**src/rtl/rca_operand_sequencer_if.sv**
```systemverilog
// Operand/result handshake bundle between an upstream producer, the sequencer and a downstream consumer.
interface rca_operand_sequencer_if #(
    parameter int unsigned WIDTH = 16
);
    logic             in_valid;
    logic             in_ready;
    logic [WIDTH-1:0] in_a;
    logic [WIDTH-1:0] in_b;
    logic             in_cin;
    logic             in_chain;
    logic             out_valid;
    logic             out_ready;
    logic [WIDTH-1:0] out_sum;
    logic             out_cout;
    logic             out_ovf;

    // Producer/consumer side
    modport master (
        output in_valid, in_a, in_b, in_cin, in_chain, out_ready,
        input  in_ready, out_valid, out_sum, out_cout, out_ovf
    );

    // Sequencer side
    modport slave (
        input  in_valid, in_a, in_b, in_cin, in_chain, out_ready,
        output in_ready, out_valid, out_sum, out_cout, out_ovf
    );
endinterface

```
**src/rtl/rca_operand_sequencer.sv**
```systemverilog
// Sequences operand pairs into an external ripple-carry adder, waits a fixed
// settle interval, captures the result and hands it downstream.
module rca_operand_sequencer #(
    parameter int unsigned WIDTH         = 16,
    parameter int unsigned SETTLE_CYCLES = 2
) (
    input  logic                  clk,
    input  logic                  rst_n,
    rca_operand_sequencer_if.slave bus,
    output logic [WIDTH-1:0]      add_x,
    output logic [WIDTH-1:0]      add_y,
    output logic                  add_cin,
    input  logic [WIDTH-1:0]      add_s,
    input  logic                  add_cout,
    output logic                  busy
);

    localparam int unsigned CNT_W = 4;

    // Settle interval must fit the 4-bit down-counter and be at least one edge
    if (SETTLE_CYCLES < 1 || SETTLE_CYCLES > 15) begin : g_bad_settle
        $error("rca_operand_sequencer: SETTLE_CYCLES must be in 1..15");
    end

    typedef enum logic [1:0] {
        IDLE   = 2'd0,
        SETTLE = 2'd1,
        HOLD   = 2'd2
    } state_e;

    state_e             state_q, state_d;
    logic [CNT_W-1:0]   count_q, count_d;
    logic               carry_q, carry_d;
    logic [WIDTH-1:0]   add_x_q, add_x_d;
    logic [WIDTH-1:0]   add_y_q, add_y_d;
    logic               add_cin_q, add_cin_d;
    logic [WIDTH-1:0]   sum_q, sum_d;
    logic               cout_q, cout_d;
    logic               ovf_q, ovf_d;
    logic               out_valid_q, out_valid_d;
    logic               in_ready_q, in_ready_d;
    logic               busy_q, busy_d;

    // Next-state and datapath update
    always_comb begin
        state_d     = state_q;
        count_d     = count_q;
        carry_d     = carry_q;
        add_x_d     = add_x_q;
        add_y_d     = add_y_q;
        add_cin_d   = add_cin_q;
        sum_d       = sum_q;
        cout_d      = cout_q;
        ovf_d       = ovf_q;
        out_valid_d = out_valid_q;

        unique case (state_q)
            IDLE: begin
                if (bus.in_valid && in_ready_q) begin
                    add_x_d   = bus.in_a;
                    add_y_d   = bus.in_b;
                    add_cin_d = bus.in_chain ? carry_q : bus.in_cin;
                    count_d   = CNT_W'(SETTLE_CYCLES - 1);
                    state_d   = SETTLE;
                end
            end
            SETTLE: begin
                if (count_q != '0) begin
                    count_d = count_q - CNT_W'(1);
                end else begin
                    sum_d       = add_s;
                    cout_d      = add_cout;
                    carry_d     = add_cout;
                    // Overflow judged against the latched operands, not the live inputs
                    ovf_d       = (add_x_q[WIDTH-1] == add_y_q[WIDTH-1]) &&
                                  (add_s[WIDTH-1] != add_x_q[WIDTH-1]);
                    out_valid_d = 1'b1;
                    state_d     = HOLD;
                end
            end
            HOLD: begin
                if (out_valid_q && bus.out_ready) begin
                    out_valid_d = 1'b0;
                    state_d     = IDLE;
                end
            end
            default: begin
                state_d = IDLE;
            end
        endcase

        in_ready_d = (state_d == IDLE);
        busy_d     = (state_d != IDLE);
    end

    // State and output registers
    always_ff @(posedge clk or negedge rst_n) begin
        if (!rst_n) begin
            state_q     <= IDLE;
            count_q     <= '0;
            carry_q     <= 1'b0;
            add_x_q     <= '0;
            add_y_q     <= '0;
            add_cin_q   <= 1'b0;
            sum_q       <= '0;
            cout_q      <= 1'b0;
            ovf_q       <= 1'b0;
            out_valid_q <= 1'b0;
            in_ready_q  <= 1'b1;
            busy_q      <= 1'b0;
        end else begin
            state_q     <= state_d;
            count_q     <= count_d;
            carry_q     <= carry_d;
            add_x_q     <= add_x_d;
            add_y_q     <= add_y_d;
            add_cin_q   <= add_cin_d;
            sum_q       <= sum_d;
            cout_q      <= cout_d;
            ovf_q       <= ovf_d;
            out_valid_q <= out_valid_d;
            in_ready_q  <= in_ready_d;
            busy_q      <= busy_d;
        end
    end

    assign add_x         = add_x_q;
    assign add_y         = add_y_q;
    assign add_cin       = add_cin_q;
    assign busy          = busy_q;
    assign bus.in_ready  = in_ready_q;
    assign bus.out_valid = out_valid_q;
    assign bus.out_sum   = sum_q;
    assign bus.out_cout  = cout_q;
    assign bus.out_ovf   = ovf_q;

endmodule

```
**src/flat_wrapper.sv**
```systemverilog
// flat-port wrapper written by rule: the top's interface ports become plain ports
module rca_operand_sequencer_flat 
#(
    parameter int unsigned WIDTH         = 16,
    parameter int unsigned SETTLE_CYCLES = 2
)
  (clk, rst_n, add_x, add_y, add_cin, add_s, add_cout, busy, bus_in_valid, bus_in_a, bus_in_b, bus_in_cin, bus_in_chain, bus_out_ready, bus_in_ready, bus_out_valid, bus_out_sum, bus_out_cout, bus_out_ovf);
  rca_operand_sequencer_if #(.WIDTH(WIDTH)) bus_i ();
  input  logic clk;
  input  logic rst_n;
  output logic [WIDTH-1:0] add_x;
  output logic [WIDTH-1:0] add_y;
  output logic add_cin;
  input  logic [WIDTH-1:0] add_s;
  input  logic add_cout;
  output logic busy;
  input wire logic [$bits(bus_i.in_valid)-1:0] bus_in_valid;
  input wire logic [$bits(bus_i.in_a)-1:0] bus_in_a;
  input wire logic [$bits(bus_i.in_b)-1:0] bus_in_b;
  input wire logic [$bits(bus_i.in_cin)-1:0] bus_in_cin;
  input wire logic [$bits(bus_i.in_chain)-1:0] bus_in_chain;
  input wire logic [$bits(bus_i.out_ready)-1:0] bus_out_ready;
  output wire logic [$bits(bus_i.in_ready)-1:0] bus_in_ready;
  output wire logic [$bits(bus_i.out_valid)-1:0] bus_out_valid;
  output wire logic [$bits(bus_i.out_sum)-1:0] bus_out_sum;
  output wire logic [$bits(bus_i.out_cout)-1:0] bus_out_cout;
  output wire logic [$bits(bus_i.out_ovf)-1:0] bus_out_ovf;
  assign bus_i.in_valid = bus_in_valid;
  assign bus_i.in_a = bus_in_a;
  assign bus_i.in_b = bus_in_b;
  assign bus_i.in_cin = bus_in_cin;
  assign bus_i.in_chain = bus_in_chain;
  assign bus_i.out_ready = bus_out_ready;
  assign bus_in_ready = bus_i.in_ready;
  assign bus_out_valid = bus_i.out_valid;
  assign bus_out_sum = bus_i.out_sum;
  assign bus_out_cout = bus_i.out_cout;
  assign bus_out_ovf = bus_i.out_ovf;
  rca_operand_sequencer #(.WIDTH(WIDTH), .SETTLE_CYCLES(SETTLE_CYCLES)) u_core (.clk(clk), .rst_n(rst_n), .bus(bus_i), .add_x(add_x), .add_y(add_y), .add_cin(add_cin), .add_s(add_s), .add_cout(add_cout), .busy(busy));
endmodule
```
**config.mk**
```make
export PLATFORM = sky130hd
export DESIGN_NAME = rca_operand_sequencer_flat
export DESIGN_NICKNAME = d
export VERILOG_FILES = /design/src/rtl/rca_operand_sequencer_if.sv /design/src/rtl/rca_operand_sequencer.sv /design/src/flat_wrapper.sv
export SDC_FILE = /design/constraint.sdc
export NUM_CORES = 1
export LEC_CHECK = 0
export CELL_PAD_IN_SITES_DETAIL_PLACEMENT = 0
export CELL_PAD_IN_SITES_GLOBAL_PLACEMENT = 1
export CORE_MARGIN = 3
export CORE_UTILIZATION = 25
export CTS_CLUSTER_DIAMETER = 100
export DETAILED_ROUTE_END_ITERATION = 10
export PLACE_DENSITY_LB_ADDON = 0.12
export SLEW_MARGIN = 10
export SYNTH_ARGS = -nofsm -noshare
export SYNTH_HDL_FRONTEND = slang
export SYNTH_SLANG_ARGS = --single-unit
```
**constraint.sdc**
```tcl
create_clock -name clk -period 2.8 [get_ports clk]
set_input_delay 0.42 -clock clk [delete_from_list [all_inputs] [get_ports clk]]
set_output_delay 0.42 -clock clk [all_outputs]
set_load 0.05 [all_outputs]
```
After elaboration in Yosys (flattened, before gate mapping)
Index checks and enable logic that the tools add are counted.
Cells by class
  $add $sub $neg: 1
  eq/ne operators: 8
  mux-type cells: 11
  bitwise operators: 1
  reduce and logical (&&, ||, !) cells: 13
Operators by type and width (number)
  2-to-1 mux 4 bit: 2
  one-hot mux 4 bit (2 select lines): 1
  2-to-1 mux 2 bit: 3
  inequality test 2 x 1 -> 1 bit, second input constant: 3
  one-hot mux 2 bit (3 select lines): 1
  AND reduction 3 bit: 2
  nonzero test 2 bit: 3
  zero test 2 bit: 2
  AND reduction 2 bit: 2
  nonzero test 4 bit: 1
  subtractor 4 x 1 -> 4 bit, second input constant: 1
  logical AND 1 bit: 3
  2-to-1 mux 1 bit: 3
  equality test 2 x 1 -> 1 bit, second input constant: 1
  equality test 2 bit, second input constant: 1
  inequality test 2 bit, second input constant: 1
  one-hot mux 1 bit (2 select lines): 1
  equality test 1 bit: 1
  inequality test 1 bit: 1
  NOT 1 bit: 1
Storage, ports and cells
  flip-flop bits (word level): 60
  input bits: 55
  output and inout bits: 54

Logic depth before layout (Yosys ltp)
  word-level depth: 4
  depth in mapped cells: 7
  gate-level depth less buffers: 5

Worst setup path after synthesis
OpenSTA, ideal clock, no wires.
  kind: register to register
  start: register u_core.in_ready_q, in the netlist u_core.bus.in_ready
  end: register u_core.add_x_q[10], in the netlist u_core.add_x[10]
  library setup time: 0.125 ns
  arrival time: 1.615 ns
  path slack: 1.060 ns
  cell stages (with the launch flop): 5
  buffers on the path: 2
  clock period less this slack: 1.740 ns
  cell sequence: dfstp_2 > and3_1 > clkbuf_1 > buf_2 > mux2_2
Between the ends
  longest elaborated chain between the ends: 2
Ends and longest elaborated chain
  start, declared: RTL line rca_operand_sequencer.sv:41  | logic in_ready_q, in_ready_d;
  start signal, assigned: RTL line rca_operand_sequencer.sv:122  | in_ready_q <= in_ready_d;
  logical AND 1 bit: RTL line rca_operand_sequencer.sv:59  | if (bus.in_valid && in_ready_q) begin
  AND reduction 2 bit (no source line)
  end signal, assigned: RTL line rca_operand_sequencer.sv:102  | add_x_q <= '0;
  end signal, assigned: RTL line rca_operand_sequencer.sv:115  | add_x_q <= add_x_d;
  end, declared: RTL line rca_operand_sequencer.sv:34  | logic [WIDTH-1:0] add_x_q, add_x_d;
No other way between the ends.
A chain may end at the register's enable or synchronous reset.

Worst setup path in the final report
  start: register u_core.in_ready_q, in the netlist u_core.bus.in_ready
  end: output bus_in_ready
RTL lines
  end, declared: RTL line flat_wrapper.sv:23  | output wire logic [$bits(bus_i.in_ready)-1:0] bus_in_ready;
No word-level cell between the ends.

==> impl_results.md <==
* Setup TNS at 0 ps
* Worst-path clk slew at roughly 70 ps
* Clock root cell: clkbuf_8
* Total GRT Usage at between 10% and 20%
* Synthesized cell area at 0.00248 sq mm
* DP HPWL at roughly 4.4 mm
* Crit path cell chain: clkdlybuf4s50_1
* Syn Inst Count at 170
* CP Capture Type: output pin
* Crit path largest cell delay at roughly 810 ps
* Total clock buffers created by CTS at 9
* Buffers on Ports at 108
* DRT antenna net count at 0
* Vias post-DR at roughly 1800
* Clk_skew at between 8 and 9 ps
* Worst EP arrival at between 1500 and 2000 ps
* Initial antenna violation count at 0
* Commonest non-fill, non-tap cell in the layout: clkdlybuf4s50_1
* IO Count at ~110
* WL final at ~6.0 mm
* Path type of the worst min-delay path: register to register
* CTS Sinks at 60
* Setup violators final at 0
* RSZ-0062 raised after global routing: false
* Final net count at 347
* F_max at approximately 0.47 GHz
* Core Region at between 0.009 and 0.01 sq mm
* Ratio of cells with drive above 1 in the final layout at about 24%
* Least-Margin Pin Slew at between 500 and 600 ps
* WL per Instance at roughly 14 um
* Pleak at approximately 1.6 nW
* Final Max Slew Viols at 0
* DRT iter0 DRCs at 21
* Vias in the first global route at ~1800
* Area growth, synth to finish at 60.8%
* Crit path required time at approximately 2400 ps
* Worst path top cell family by delay: buffers and inverters
* Worst slack, placed at slightly below 800 ps
* Final Hold Vio Count at 0
* Worst VDD drop at between 0.7 and 0.8 mV
* Slowest-stage cell, CP: clkdlybuf4s50_1
* Num rows at 35
* Power per Cell Area at 1470 mW/mm^2
* CP bufs+invs at 1
* Grt total ovfl at 0
* Critical path class: register to output pin
* Seq/Total Area, Yosys at 60.6%
* Ant diodes at 0
* Smallest hold slack at 484 ps
* Fill count at slightly above 900
* Period utilization at 75.5%
* Initial Util at 26.3%
* Cells on worst reg2reg path at 5
* Global-route wire length before repair at 9.65 mm
* Clock latency on the worst-skew pair at between 300 and 400 ps
* Deepest clock path buffer count at 2
* Largest net degree at the start of global routing at 47
* Cell taking the most area after synthesis: dfrtp_1
* RePlAce Congestion at ~0.7
* Relative slew slack at a little under two thirds
* First-pass DRT Iterations at 4
* H-tree levels at 3
* Cell variety after synth at 35
* Most frequent cells in the layout: clkdlybuf4s50_1 (107), dfrtp_1 (59), mux2_2 (47)
* Flop and latch count out of synthesis at 60
* Hold depth at 2
* DRC at 0
* CTS tree: done
* Util after Layout at between 40% and 50%
* Die W at around 110 um
* Status: finished, final reports clean
* Post-Syn Area per Cell at 14.6 sq um
* Crit-path max FO at 4
* Die Area at around 0.011 sq mm
* Final worst slack at ~690 ps
* Worst path depth at 1
* Post-CTS setup buffers at 0
* Die Ht at about 110 um
* Fin crit period at 2110 ps
* Synth area leaders: dfrtp_1 (60%), mux2_2 (21%), ha_1 (3.0%)
* Share of the synthesized area in the top cell type at approximately three fifths
* YS warnings at 0
* Syn Nets at approximately 230
* Critical Path Source Type: register
* Max-Cap Viols at 0
* Routed vias/inst at around 4.2
## registers in the layout, indices dropped and copies added (netlist names), 2 cells and up
| name | count |
|---|---|
| u_core.bus.out_sum | 16 |
| u_core.add_y | 16 |
| u_core.state_q | 2 |
| u_core.add_x | 16 |
| u_core.count_q | 4 |
## per-layer routing
| metal | global-route usage, % | vias to the layer above | part of all wire [%] |
|---|---|---|---|
| li1 | - | 842 | - |
| met1 | 12.8 | 857 | 41 |
| met2 | 17.8 | 54 | 48 |
| met3 | 6.49 | 8 | 9.0 |
| met4 | 3.89 | 0 | 1.1 |
| met5 | 0 | - | 0 |
## final cells by class
class	count	area [sq um]	share of cell area [%]
sequential	60	1500	37.7
timing repair buffer	113	1130	28.3
multi-input combinational	96	920	23.1
tap	129	161	4.05
clock buffer	12	155	3.89
clock inverter	4	95.1	2.39
inverter	6	22.5	0.565
## cells by family after synthesis
family,share of synthesized area (%)
AOI/OAI and AO/OA,6.46
buffers and inverters,2.88
and+or+nand+nor,4.34
adders and majority gates,3.03
DFF,60.6
muxes,22.7
## final timing paths
| path | start | end | slack (ps) |
|---|---|---|---|
| max | u_core.bus.in_ready | bus_in_ready | 690 |
| min | u_core.add_cin | u_core.add_cin | 480 |
| max reg2reg | u_core.count_q[0] | u_core.bus.out_sum[1] | 880 |
| min reg2reg | u_core.add_cin | u_core.add_cin | 480 |
| max in group asynchronous | rst_n | u_core.add_y[7] | 1680 |
| min in group asynchronous | rst_n | u_core.add_cin | 540 |
## power breakdown
part | switching (mW) | internal [mW]
registers | 0.238 | 1.31
logic | 2.06 | 1.28
clock network | 0.333 | 0.639
total | 2.63 | 3.23
## worst min-delay path, stage by stage, from the launching register on
cell     delay [ps]
dfrtp_1         350
nand2_1          50
o21ai_0          60
## cells in the mapped netlist
master / count
dfrtp_1: 59
mux2_2: 47
ha_1: 6
inv_1: 6
nand2_1: 5
nor2_1: 5
buf_2: 3
o21ai_0: 3
a21o_1: 2
a21oi_1: 2
buf_4: 2
clkbuf_1: 2
mux2_1: 2
nor3_1: 2
o31ai_1: 2
o41ai_1: 2
or4_1: 2
a211oi_1: 1
a21boi_0: 1
a21boi_2: 1
a32o_1: 1
and3_1: 1
and3b_1: 1
buf_6: 1
dfstp_2: 1
mux2i_1: 1
nand2b_1: 1
nand3_1: 1
nor4bb_1: 1
o211ai_1: 1
o311ai_0: 1
o311ai_2: 1
o32a_1: 1
o32ai_1: 1
or3b_1: 1
## stage by stage
step / power, mW / cells / cell area (sq um)
after global routing: 6.19 / 420 / 3990
after detailed placement: 4.94 / 403 / 3720
final: 5.86 / 420 / 3990
after global placement: 4.92 / 403 / 3720
after floorplan: 3.80 / 170 / 2480
after CTS: 5.96 / 420 / 3990
## what timing repair did
| action | 4_1_cts | 5_1_grt |
|---|---|---|
| setup endpoints to repair | 0 | 0 |
| hold buffers | 1 | 0 |
| resized for setup | 0 | 0 |
| endpoints found under the hold margin | 13 | 0 |
(Power assumes the default switching activity.)
